## src/rtl/imem_arb_pkg.sv

```systemverilog
// Shared types and defaults for the instruction-memory arbiter.
// Owner encoding is shared by the round-robin pointer and the read-return tag.
package imem_arb_pkg;

    localparam int AW_DEF = 5;
    localparam int DW_DEF = 32;

    typedef enum logic {
        ST_BOOT = 1'b0,
        ST_RUN  = 1'b1
    } state_t;

    typedef enum logic {
        OWN_FETCH  = 1'b0,
        OWN_LOADER = 1'b1
    } owner_t;

endpackage

```

## src/rtl/imem_arb_rr_arb2.sv

```systemverilog
// Two-way round-robin grant generator; `last_q` remembers the previous winner.
// f_en_i masks the fetch side entirely, so the loader alone is served while it is low.
module rr_arb2
    import imem_arb_pkg::*;
(
    input  logic clk,
    input  logic rst_n,
    input  logic f_en_i,
    input  logic f_req_i,
    input  logic l_req_i,
    output logic f_gnt_o,
    output logic l_gnt_o
);

    owner_t last_q;
    owner_t last_d;
    logic   f_req_m;

    assign f_req_m = f_req_i & f_en_i;

    // On contention the side that did not win last time is served.
    assign f_gnt_o = f_req_m & (~l_req_i | (last_q == OWN_LOADER));
    assign l_gnt_o = l_req_i & (~f_req_m | (last_q == OWN_FETCH));

    always_comb begin
        last_d = last_q;
        if (f_gnt_o) begin
            last_d = OWN_FETCH;
        end else if (l_gnt_o) begin
            last_d = OWN_LOADER;
        end
    end

    always_ff @(posedge clk or negedge rst_n) begin
        if (!rst_n) begin
            last_q <= OWN_LOADER;
        end else begin
            last_q <= last_d;
        end
    end

endmodule

```

## src/rtl/imem_arb.sv

```systemverilog
// Instruction-memory port arbiter and boot sequencer: BOOT serves only the loader,
// RUN round-robins fetch and loader onto one synchronous single-port RAM.
module imem_arb
    import imem_arb_pkg::*;
#(
    parameter int AW      = AW_DEF,
    parameter int DW      = DW_DEF,
    parameter bit BOOT_EN = 1'b1
) (
    input  logic          clk,
    input  logic          clrn,
    input  logic          f_req,
    input  logic [31:0]   f_addr,
    output logic          f_gnt,
    output logic          f_rvalid,
    output logic [DW-1:0] f_rdata,
    input  logic          l_req,
    input  logic          l_we,
    input  logic [31:0]   l_addr,
    input  logic [DW-1:0] l_wdata,
    output logic          l_gnt,
    output logic          l_rvalid,
    output logic [DW-1:0] l_rdata,
    input  logic          l_done,
    output logic          cpu_run,
    output logic          m_en,
    output logic          m_we,
    output logic [AW-1:0] m_addr,
    output logic [DW-1:0] m_wdata,
    input  logic [DW-1:0] m_rdata
);

    localparam state_t ST_RST = BOOT_EN ? ST_BOOT : ST_RUN;

    state_t state_q;
    state_t state_d;
    logic   rsel_vld_q;
    logic   rsel_vld_d;
    owner_t rsel_own_q;
    owner_t rsel_own_d;

    // Byte-offset and out-of-range address bits are don't-care; words wrap.
    logic unused_addr_bits;
    assign unused_addr_bits = ^{f_addr[31:AW+2], f_addr[1:0], l_addr[31:AW+2], l_addr[1:0]};

    rr_arb2 u_rr (
        .clk     (clk),
        .rst_n   (clrn),
        .f_en_i  (state_q == ST_RUN),
        .f_req_i (f_req),
        .l_req_i (l_req),
        .f_gnt_o (f_gnt),
        .l_gnt_o (l_gnt)
    );

    always_comb begin
        state_d = state_q;
        if (state_q == ST_BOOT && l_done) begin
            state_d = ST_RUN;
        end
    end

    always_comb begin
        m_en    = 1'b0;
        m_we    = 1'b0;
        m_addr  = '0;
        m_wdata = '0;
        if (f_gnt) begin
            m_en   = 1'b1;
            m_addr = f_addr[AW+1:2];
        end else if (l_gnt) begin
            m_en    = 1'b1;
            m_we    = l_we;
            m_addr  = l_addr[AW+1:2];
            m_wdata = l_wdata;
        end
    end

    always_comb begin
        rsel_vld_d = f_gnt | (l_gnt & ~l_we);
        rsel_own_d = f_gnt ? OWN_FETCH : OWN_LOADER;
    end

    always_ff @(posedge clk or negedge clrn) begin
        if (!clrn) begin
            state_q    <= ST_RST;
            rsel_vld_q <= 1'b0;
            rsel_own_q <= OWN_FETCH;
        end else begin
            state_q    <= state_d;
            rsel_vld_q <= rsel_vld_d;
            rsel_own_q <= rsel_own_d;
        end
    end

    assign cpu_run  = (state_q == ST_RUN);
    assign f_rvalid = rsel_vld_q & (rsel_own_q == OWN_FETCH);
    assign l_rvalid = rsel_vld_q & (rsel_own_q == OWN_LOADER);
    assign f_rdata  = f_rvalid ? m_rdata : '0;
    assign l_rdata  = l_rvalid ? m_rdata : '0;

endmodule
```

## config.mk

```make
export PLATFORM = sky130hd
export DESIGN_NAME = imem_arb
export DESIGN_NICKNAME = d
export VERILOG_FILES = /design/src/rtl/imem_arb_pkg.sv /design/src/rtl/imem_arb_rr_arb2.sv /design/src/rtl/imem_arb.sv
export SDC_FILE = /design/constraint.sdc
export NUM_CORES = 1
export LEC_CHECK = 0
export ABC_CLOCK_PERIOD_IN_PS = 1200
export CAP_MARGIN = 15
export CORE_MARGIN = 10
export CORE_UTILIZATION = 17
export DETAILED_ROUTE_END_ITERATION = 8
export PLACE_DENSITY = 0.81
export SYNTH_ARGS = -nofsm -noshare
export SYNTH_HDL_FRONTEND = slang
export SYNTH_SLANG_ARGS = --single-unit
export TNS_END_PERCENT = 20
```

## constraint.sdc

```tcl
create_clock -name clk -period 1.2 [get_ports clk]
set_input_delay 0.18 -clock clk [delete_from_list [all_inputs] [get_ports clk]]
set_output_delay 0.18 -clock clk [all_outputs]
set_load 0.1 [all_outputs]
```

# Word-level counts from Yosys, hierarchy flattened
# Cells that the tools add are included.
# word_totals
reg_bits	4
in_bits	134
output_inout_bits	108
word_cells	34
# classes
muxes	13
n_bitwise	15
n_reduce_logical	2
# op_table
op	n
2-to-1 mux 32 bit	4
2-to-1 mux 5 bit	2
2-to-1 mux 1 bit	7
AND 1 bit	6
inverter 1 bit	6
bitwise OR 1 bit	3
nonzero test 2 bit	1
logical AND 1 bit	1

# Longest topological paths before layout
# Gate-level depths: netlist (run 1).
# logic_depth
ltp_word	6
mapped_depth	3
ltp_nobuf	2

# By module
# From an unflattened synthesis (run 1), not the netlist that was laid out.
# hier_totals
hier_cells	170
area_unflattened_um2	1026.0
# modules_own_cells
mod	instances	cells_each	area_per_inst_um2	seq_area_each_um2
imem_arb	1	163	968.4	75.1
rr_arb2	1	7	57.6	26.3

# Worst setup path before layout (run 1)
# OpenSTA, ideal clock, no wires.
# synth_timing
path_type	reg2out
startpoint	register state_q (netlist: cpu_run)
endpoint	output port m_addr[0]
arrival_time_ns	2.631
required_time_ns	1.020
slack_ns	-1.611
stages_incl_launch_ff	3
path_buffers	0
cell_sequence	dfrtp_1 -> nand2_2 -> o32ai_2
# synth_via
elab_chain_cells	6
# synth_rtl
element	line	text
start, declared	imem_arb.sv:35	state_t state_q;
start signal, assigned	imem_arb.sv:90	state_q <= state_d;
AND 1 bit *	imem_arb_rr_arb2.sv:19	assign f_req_m = f_req_i & f_en_i;
inverter 1 bit	imem_arb_rr_arb2.sv:23	assign l_gnt_o = l_req_i & (~f_req_m | (last_q == OWN_FETCH));
bitwise OR 1 bit	imem_arb_rr_arb2.sv:23	
AND 1 bit	imem_arb_rr_arb2.sv:23	
2-to-1 mux 5 bit	imem_arb.sv:71	end else if (l_gnt) begin
2-to-1 mux 5 bit *	imem_arb.sv:68	if (f_gnt) begin
end, declared	imem_arb.sv:28	output logic [AW-1:0] m_addr,
# Every way passes the cells marked *; elsewhere a longest branch is shown, timed or not.

# Final worst setup path (run 1)
# layout_timing
startpoint	register u_rr.last_q
endpoint	output port m_wdata[29]
# layout_via
elab_chain_cells	5
# layout_rtl
element	line	text
start, declared	imem_arb_rr_arb2.sv:15	owner_t last_q;
start signal, assigned	imem_arb_rr_arb2.sv:38	last_q <= last_d;
inverter 1 bit	imem_arb_rr_arb2.sv:23	
bitwise OR 1 bit	imem_arb_rr_arb2.sv:23	
AND 1 bit	imem_arb_rr_arb2.sv:23	
2-to-1 mux 32 bit	imem_arb.sv:71	
2-to-1 mux 32 bit *	imem_arb.sv:68	
end, declared	imem_arb.sv:29	output logic [DW-1:0] m_wdata,
# Marks and branches as above.

==> Flow_metrics.wiki, run 1 <==
{| class="wikitable"
! Metric !! Value
|-
| Fraction of final layout cells with drive strength greater than 1 || approximately two thirds
|-
| Width of the die || slightly below 100 um
|-
| Most frequent cell on the critical path || sky130_fd_sc_hd__buf_12
|-
| Required time at the worst-slack endpoint || ~1 ns
|-
| # rows || 28
|-
| Clock Tree Root || sky130_fd_sc_hd__clkbuf_8
|-
| TritonCTS clock tree || done
|-
| Peak per-stage delay on the critical path || 0.57 ns
|-
| Clock transition at the registers of the reported paths || around 0.030 ns
|-
| Post-detailed-placement half-perimeter wirelength || roughly 7.2 mm
|-
| Multiplexer area fraction after synthesis || 0%
|-
| Die Area || approximately 9600 um2
|-
| IR drop worst, VDD || between 0.6 and 0.7 mV
|-
| Adder and majority cell fraction of the synthesized area || 0%
|-
| Unrepaired setup endpoints after global routing || true
|-
| FF+latch count, synth || 4
|-
| Tightest hold margin || ~0.18 ns
|-
| Vias in the first global route || 2133
|-
| Maxcap violations || 0
|-
| Max-slew violation total from the final report || 0
|-
| Antenna violations before repair || 0
|-
| Final standard cell count with taps included and fillers excluded || 412
|-
| Relative slew slack || 72.1%
|-
| Maximum frequency from static timing analysis || around 620 MHz
|-
| Cell area after synthesis || a little over 1000 um2
|-
| Total CTS buffers || 3
|-
| Total Nets Final || 472
|-
| Iteration-0 DRC count of the detailed router || 33
|-
| Data arrival time at the worst-slack endpoint || around 1.4 ns
|-
| Outcome || finished with violations
|-
| Part of the cycle the worst path needs || 134%
|-
| Power per cell area || about 930 nW/um2
|-
| Aggregate routed wire length || about 8.5 mm
|-
| Flop-to-flop setup slack || about 0.060 ns
|-
| Clock skew after layout || between 0.003 and 0.004 ns
|-
| Cells after DPL || a little over 400
|-
| GPL Wtd Cong || ~0.82
|-
| Crit-path cells || nand3_2, buf_12, and3_4, buf_12
|-
| ANT cells || 0
|-
| Shortest period the worst path allows || about 1.6 ns
|-
| Global-route wire length before repair || approximately 13 mm
|-
| Worst-case reg-to-reg path depth || 4
|-
| Via total after detailed routing || about 1900
|-
| Max Root-Sink Buffers || 2
|-
| Average wire per standard cell || a little over 20 um
|-
| Slack of the critical path || -0.408 ns
|-
| Maximum number of pins on one net before global-route repair || 34
|-
| Register area share after synthesis || about 10%
|-
| Area Overhead vs Synth || 345%
|-
| Layout Utilization || 78.0%
|-
| Capturing instance or port of the critical path || m_wdata[29]
|-
| Worst min-delay path category || primary input to async pin
|-
| Hold bufs inserted after CTS || 0
|-
| Largest family of logic cells by synthesized area || simple AND/OR/NAND/NOR gates
|-
| Violations in the final reports || setup timing
|-
| Number of setup violations in the final report || between 100 and 150
|-
| Leakage || slightly below 0.002 uW
|-
| Number of distinct library cell variants in the gate-level netlist after synthesis || 19
|-
| Kind of launch point of the worst setup path || flip-flop
|-
| Crit-path slowest cell || sky130_fd_sc_hd__dfstp_2
|-
| Highest fanout seen on the critical path || 33
|-
| Syn avg cell area || 6.96 um2
|-
| Endpoints failing hold || 0
|-
| Core Region || ~6000 um2
|-
| Total track usage || about 16%
|-
| Slew of the pin with the lowest slew margin || 0.418 ns
|-
| Reg2Reg Capture Point || rsel_own_q$_DFF_PN0_
|-
| Vertical die dimension || between 90 and 100 um
|-
| Skew-Pair Late Insertion Delay || 0.22 ns
|-
| Effective utilization at floorplan || around 18%
|-
| DRC viols || 0
|-
| Number of buffers added on ports || between 150 and 200
|-
| Synthesized-area fraction occupied by xor and xnor cells || 0%
|-
| Synthesized-area fraction occupied by ao, oa, aoi and oai cells || 8.44%
|-
| Number of iterations in the first detailed-routing pass || 4
|-
| Post-Synthesis Cells || approximately 150
|-
| TritonCTS Sinks || 4
|-
| Worst reg2reg startpoint || cpu_run$_DFFE_PN0P_
|-
| Post-Syn Nets || roughly 280
|-
| Endpoint class of the critical path || output port
|-
| Detailed-route vias per instance || about 4.6
|-
| Crit Path Class || flip-flop to output port
|-
| Top-Level Pins || 242
|-
| Overflow left after global routing || 0
|-
| Area share of and/or/nand/nor cells after synthesis || about 68%
|-
| Yosys warning total || 0
|-
| Launch point of the worst path || u_rr.last_q$_DFFE_PN1P_
|-
| Count of H-tree levels built during CTS || 1
|-
| ANT nets after route || 0
|}
## sequential cells by signal (all words and copies together), names as in the netlist
name         cells
cpu_run          1
rsel_own_q       1
rsel_vld_q       1
u_rr.last_q      1
## critical path: cells and delay by family, from the launching register on
family        cells  cell delay, ns
flops             1            0.57
simple gates      2            0.29
buf+inv           2            0.34
## layout make-up
class	count	area [um2]
tap	75	93.8
timing repair buffer	202	3140
inverter	6	22.5
clock buffer	4	45.0
sequential	4	105
multi-input combinational	121	1210
fill	314	1300
## cells in the final DEF, fill, tap and decap left out, drive strengths merged
| cell | n |
|---|---|
| dlygate4sd2 | 1 |
| and3 | 66 |
| nor2 | 4 |
| and2 | 33 |
| nand3 | 1 |
| o32ai | 5 |
| inv | 6 |
| nand2 | 7 |
| clkbuf | 4 |
| clkdlybuf4s50 | 77 |
| dfstp | 1 |
| o22ai | 1 |
| dfrtp | 3 |
| dlymetal6s2s | 1 |
| nor2b | 2 |
| or2 | 2 |
| buf | 123 |
## synth_stat cells, drive strengths merged
| library cell | n | area share (%) |
|---|---|---|
| and2 | 33 | 20 |
| and3 | 66 | 40 |
| buf | 12 | 9.4 |
| clkbuf | 6 | 2.2 |
| dfrtp | 3 | 7.2 |
| dfstp | 1 | 2.5 |
| inv | 6 | 2.2 |
| nand2 | 7 | 2.8 |
| nand3 | 1 | 0.97 |
| nor2 | 4 | 1.4 |
| nor2b | 2 | 1.9 |
| o22ai | 1 | 0.60 |
| o32ai | 5 | 7.8 |
| or2 | 2 | 1.2 |
## where the power goes
part           switching (uW)  internal, uW
Combinational            2340          1500
Clock                    71.4           227
Sequential               15.9           151
Total                    2430          1880
## through the flow
stage               cell area (um2)  power (uW)  TNS (ns)  worst slack [ns]
floorplan                      1210        2370    -45.46            -0.639
global placement               4310        3850    -18.08            -0.437
detailed placement             4310        3880    -18.97            -0.453
CTS                            4500        4270    -34.44            -0.452
global route                   4620        4440    -37.68            -0.450
finish                         4620        4310    -32.91            -0.408
## worst min-delay path by stage
stage | startpoint | to | slack [ns] | cells past startpoint
after floorplan | clrn | rsel_own_q$_DFF_PN0_ | -0.12 | 0
after global placement | clrn | rsel_own_q$_DFF_PN0_ | 0.39 | 1
after detailed placement | clrn | rsel_own_q$_DFF_PN0_ | 0.41 | 1
after CTS | clrn | rsel_own_q$_DFF_PN0_ | 0.18 | 1
after global routing | clrn | rsel_own_q$_DFF_PN0_ | 0.19 | 1
final | clrn | rsel_own_q$_DFF_PN0_ | 0.18 | 1
## logic make-up (layout without fill, tap and decap cells)
kind of cell / after synthesis / after routing
buffers and inverters: 24 / 212
AO/OA/AOI/OAI: 6 / 6
AND/OR/NAND/NOR: 115 / 115
flip-flops: 4 / 4
## per-layer routing
layer / vias up / GRT usage, % / wire length [um]
met2: 140 / 28.5 / 4170
met1: 844 / 14.6 / 2790
li1: 890 / - / -
met4: 0 / 3.69 / 96
met5: - / 0 / 0
met3: 6 / 12.7 / 1460
## repair_timing
action	CTS	global route
pin swaps	39	33
resized for setup	54	28
buffers inserted	0	0
setup endpoints to repair	107	109
No activity file was read; power rests on OpenSTA's default activity.
==> run 2, diff against run 1 <==
- CELL_PAD_IN_SITES_DETAIL_PLACEMENT: default -> 2
- CELL_PAD_IN_SITES_GLOBAL_PLACEMENT: default -> 2
- CORE_UTILIZATION: 17 -> 10
- PLACE_DENSITY: 0.81 -> default
- PLACE_DENSITY_LB_ADDON: default -> 0.1
==> Flow_metrics.wiki, run 2 (same netlist as run 1, synthesis figures left out) <==
{| class="wikitable"
! Metric !! Value
|-
| Outcome || finished with violations
|-
| Violations in the final reports || setup timing
|-
| Endpoint class of the critical path || output port
|-
| Count of buffers added by post-CTS timing repair for setup || 0
|-
| Number of setup violations in the final report || between 100 and 150
|-
| Number of iterations in the first detailed-routing pass || 4
|-
| # rows || 37
|-
| Clock skew after layout || approximately 0.0048 ns
|-
| Clock transition at the registers of the reported paths || around 0.03 ns
|-
| DRC viols || 0
|-
| Maxcap violations || 0
|-
| Max Root-Sink Buffers || 2
|-
| Area Overhead vs Synth || 345%
|-
| Commonest non-fill, non-tap cell in the layout || sky130_fd_sc_hd__buf_12
|-
| Aggregate routed wire length || about 9.5 mm
|-
| TritonCTS clock tree || done
|-
| Hold bufs inserted after CTS || 0
|-
| Met2 usage || 22.0%
|-
| Average wire per standard cell || 20.0 um
|-
| Total Nets Final || 475
|-
| Instance area after placement || between 4000 and 5000 um2
|-
| Width of the die || between 100 and 150 um
|-
| Crit Path Class || primary input to output port
|-
| Global-route wire length before repair || 14.0 mm
|-
| Worst min-delay path category || primary input to async pin
|-
| Shortest period the worst path allows || 1.66 ns
|-
| Kind of launch point of the worst setup path || primary input
|-
| GPL Wtd Cong || roughly 0.7
|-
| Via total after detailed routing || 1904
|-
| Max-slew violation total from the final report || 0
|-
| Required time at the worst-slack endpoint || ~1 ns
|-
| Most frequent cells in the layout || sky130_fd_sc_hd__buf_12 (112), sky130_fd_sc_hd__clkdlybuf4s50_1 (78), sky130_fd_sc_hd__and3_4 (33)
|-
| Endpoints failing hold || 0
|-
| Fraction of final layout cells with drive strength greater than 1 || ~60%
|-
| Vias in the first global route || around 2200
|-
| Skew-Pair Late Insertion Delay || 0.22 ns
|-
| Leakage || between 0.0015 and 0.002 uW
|-
| Power per cell area || around 930 nW/um2
|-
| Maximum frequency from static timing analysis || roughly 600 MHz
|-
| Slew of the pin with the lowest slew margin || approximately 0.25 ns
|-
| Iteration-0 DRC count of the detailed router || 64
|-
| Slack of the critical path || -0.463 ns
|-
| Number of buffers added on ports || roughly 190
|-
| Die Area || ~15000 um2
|-
| Vertical die dimension || about 120 um
|-
| Overflow left after global routing || 0
|-
| TritonCTS Sinks || 4
|-
| Post-route standard cell area excluding fillers || 4620 um2
|-
| Layout Utilization || between 40% and 50%
|-
| Antenna violations before repair || 0
|-
| Global routing usage on met3 || 6.57%
|-
| Place WS || -0.510 ns
|-
| Part of the cycle the worst path needs || 139%
|-
| ANT nets after route || 0
|-
| Unrepaired setup endpoints after global routing || true
|-
| Clock Tree Root || sky130_fd_sc_hd__clkbuf_8
|-
| Top-Level Pins || approximately 240
|-
| Effective utilization at floorplan || 10.1%
|-
| IR drop worst, VDD || 0.313 mV
|-
| Relative slew slack || between 80% and 90%
|-
| Most utilized layer in the global route result || met2
|-
| ANT cells || 0
|-
| Post-detailed-placement half-perimeter wirelength || around 8.5 mm
|-
| GR Layer Usage met1 || between 10% and 20%
|-
| Detailed-route vias per instance || around 4.0
|-
| Highest fanout seen on the critical path || 8
|-
| Maximum number of pins on one net before global-route repair || 34
|-
| Total power consumption of the routed design || 4290 uW
|-
| Count of H-tree levels built during CTS || 1
|-
| Total CTS buffers || 3
|-
| Post-route setup TNS || -33.87 ns
|-
| Core Region || about 10000 um2
|-
| Data arrival time at the worst-slack endpoint || roughly 1.5 ns
|-
| Total track usage || 12.1%
|}
run 2: cell types whose count changed in the layout (fill, tap and decap cells not counted), sizes merged:
| cell | delta |
|---|---|
| clkdlybuf4s50 | +1 |
| buf | +3 |
| dlymetal6s2s | -1 |
run 2: layout make-up:
cell class / instances / area, um2
flip-flops and latches: 4 / 105
inverters: 6 / 22.5
multi-input cells: 121 / 1120
fillers: 1025 / 5620
well taps: 136 / 170
clock buffers: 4 / 45.0
repair buffers: 205 / 3150
run 2: worst max-delay path: stages:
cell and delay (ns):
sky130_fd_sc_hd__clkdlybuf4s50_1 0.49, sky130_fd_sc_hd__nor2b_1 0.20, sky130_fd_sc_hd__buf_12 0.15, sky130_fd_sc_hd__o32ai_4 0.25, sky130_fd_sc_hd__buf_12 0.21
run 2: metal layers:
metal / vias up / wire length (um)
met4: 0 / 17
met1: 892 / 3300
li1: 894 / -
met2: 116 / 4820
met3: 2 / 1390
met5: - / 0
run 2: worst paths after layout:
kind,end,depth (start not counted),slack [ns],startpoint
worst max register to register,rsel_own_q$_DFF_PN0_,3,0.08,u_rr.last_q$_DFFE_PN1P_
min in group clk,u_rr.last_q$_DFFE_PN1P_,2,0.53,u_rr.last_q$_DFFE_PN1P_
worst min-delay path,rsel_own_q$_DFF_PN0_,1,0.17,clrn
max in group asynchronous,u_rr.last_q$_DFFE_PN1P_,1,0.79,clrn
worst min register to register,u_rr.last_q$_DFFE_PN1P_,2,0.53,u_rr.last_q$_DFFE_PN1P_
worst max-delay path,m_addr[1],5,-0.46,l_req
run 2: timing repair:
item                       CTS  global route
resized for setup           43            15
setup endpoints to repair  109           109
pin swaps                   24            15
run 2: where the power goes:
part | switching, uW | leakage [uW] | internal [uW]
Sequential | 15.4 | 0.0000420 | 151
Clock | 70.8 | 0.0000228 | 227
Combinational | 2350 | 0.00191 | 1480
Total | 2430 | 0.00198 | 1860
run 2: stage by stage:
| step | instances | hold slack (ns) |
|---|---|---|
| global route | 476 | 0.176 |
| detailed placement | 472 | 0.398 |
| global placement | 472 | 0.391 |
| CTS | 476 | 0.166 |
| finish | 476 | 0.167 |
| floorplan | 149 | -0.116 |
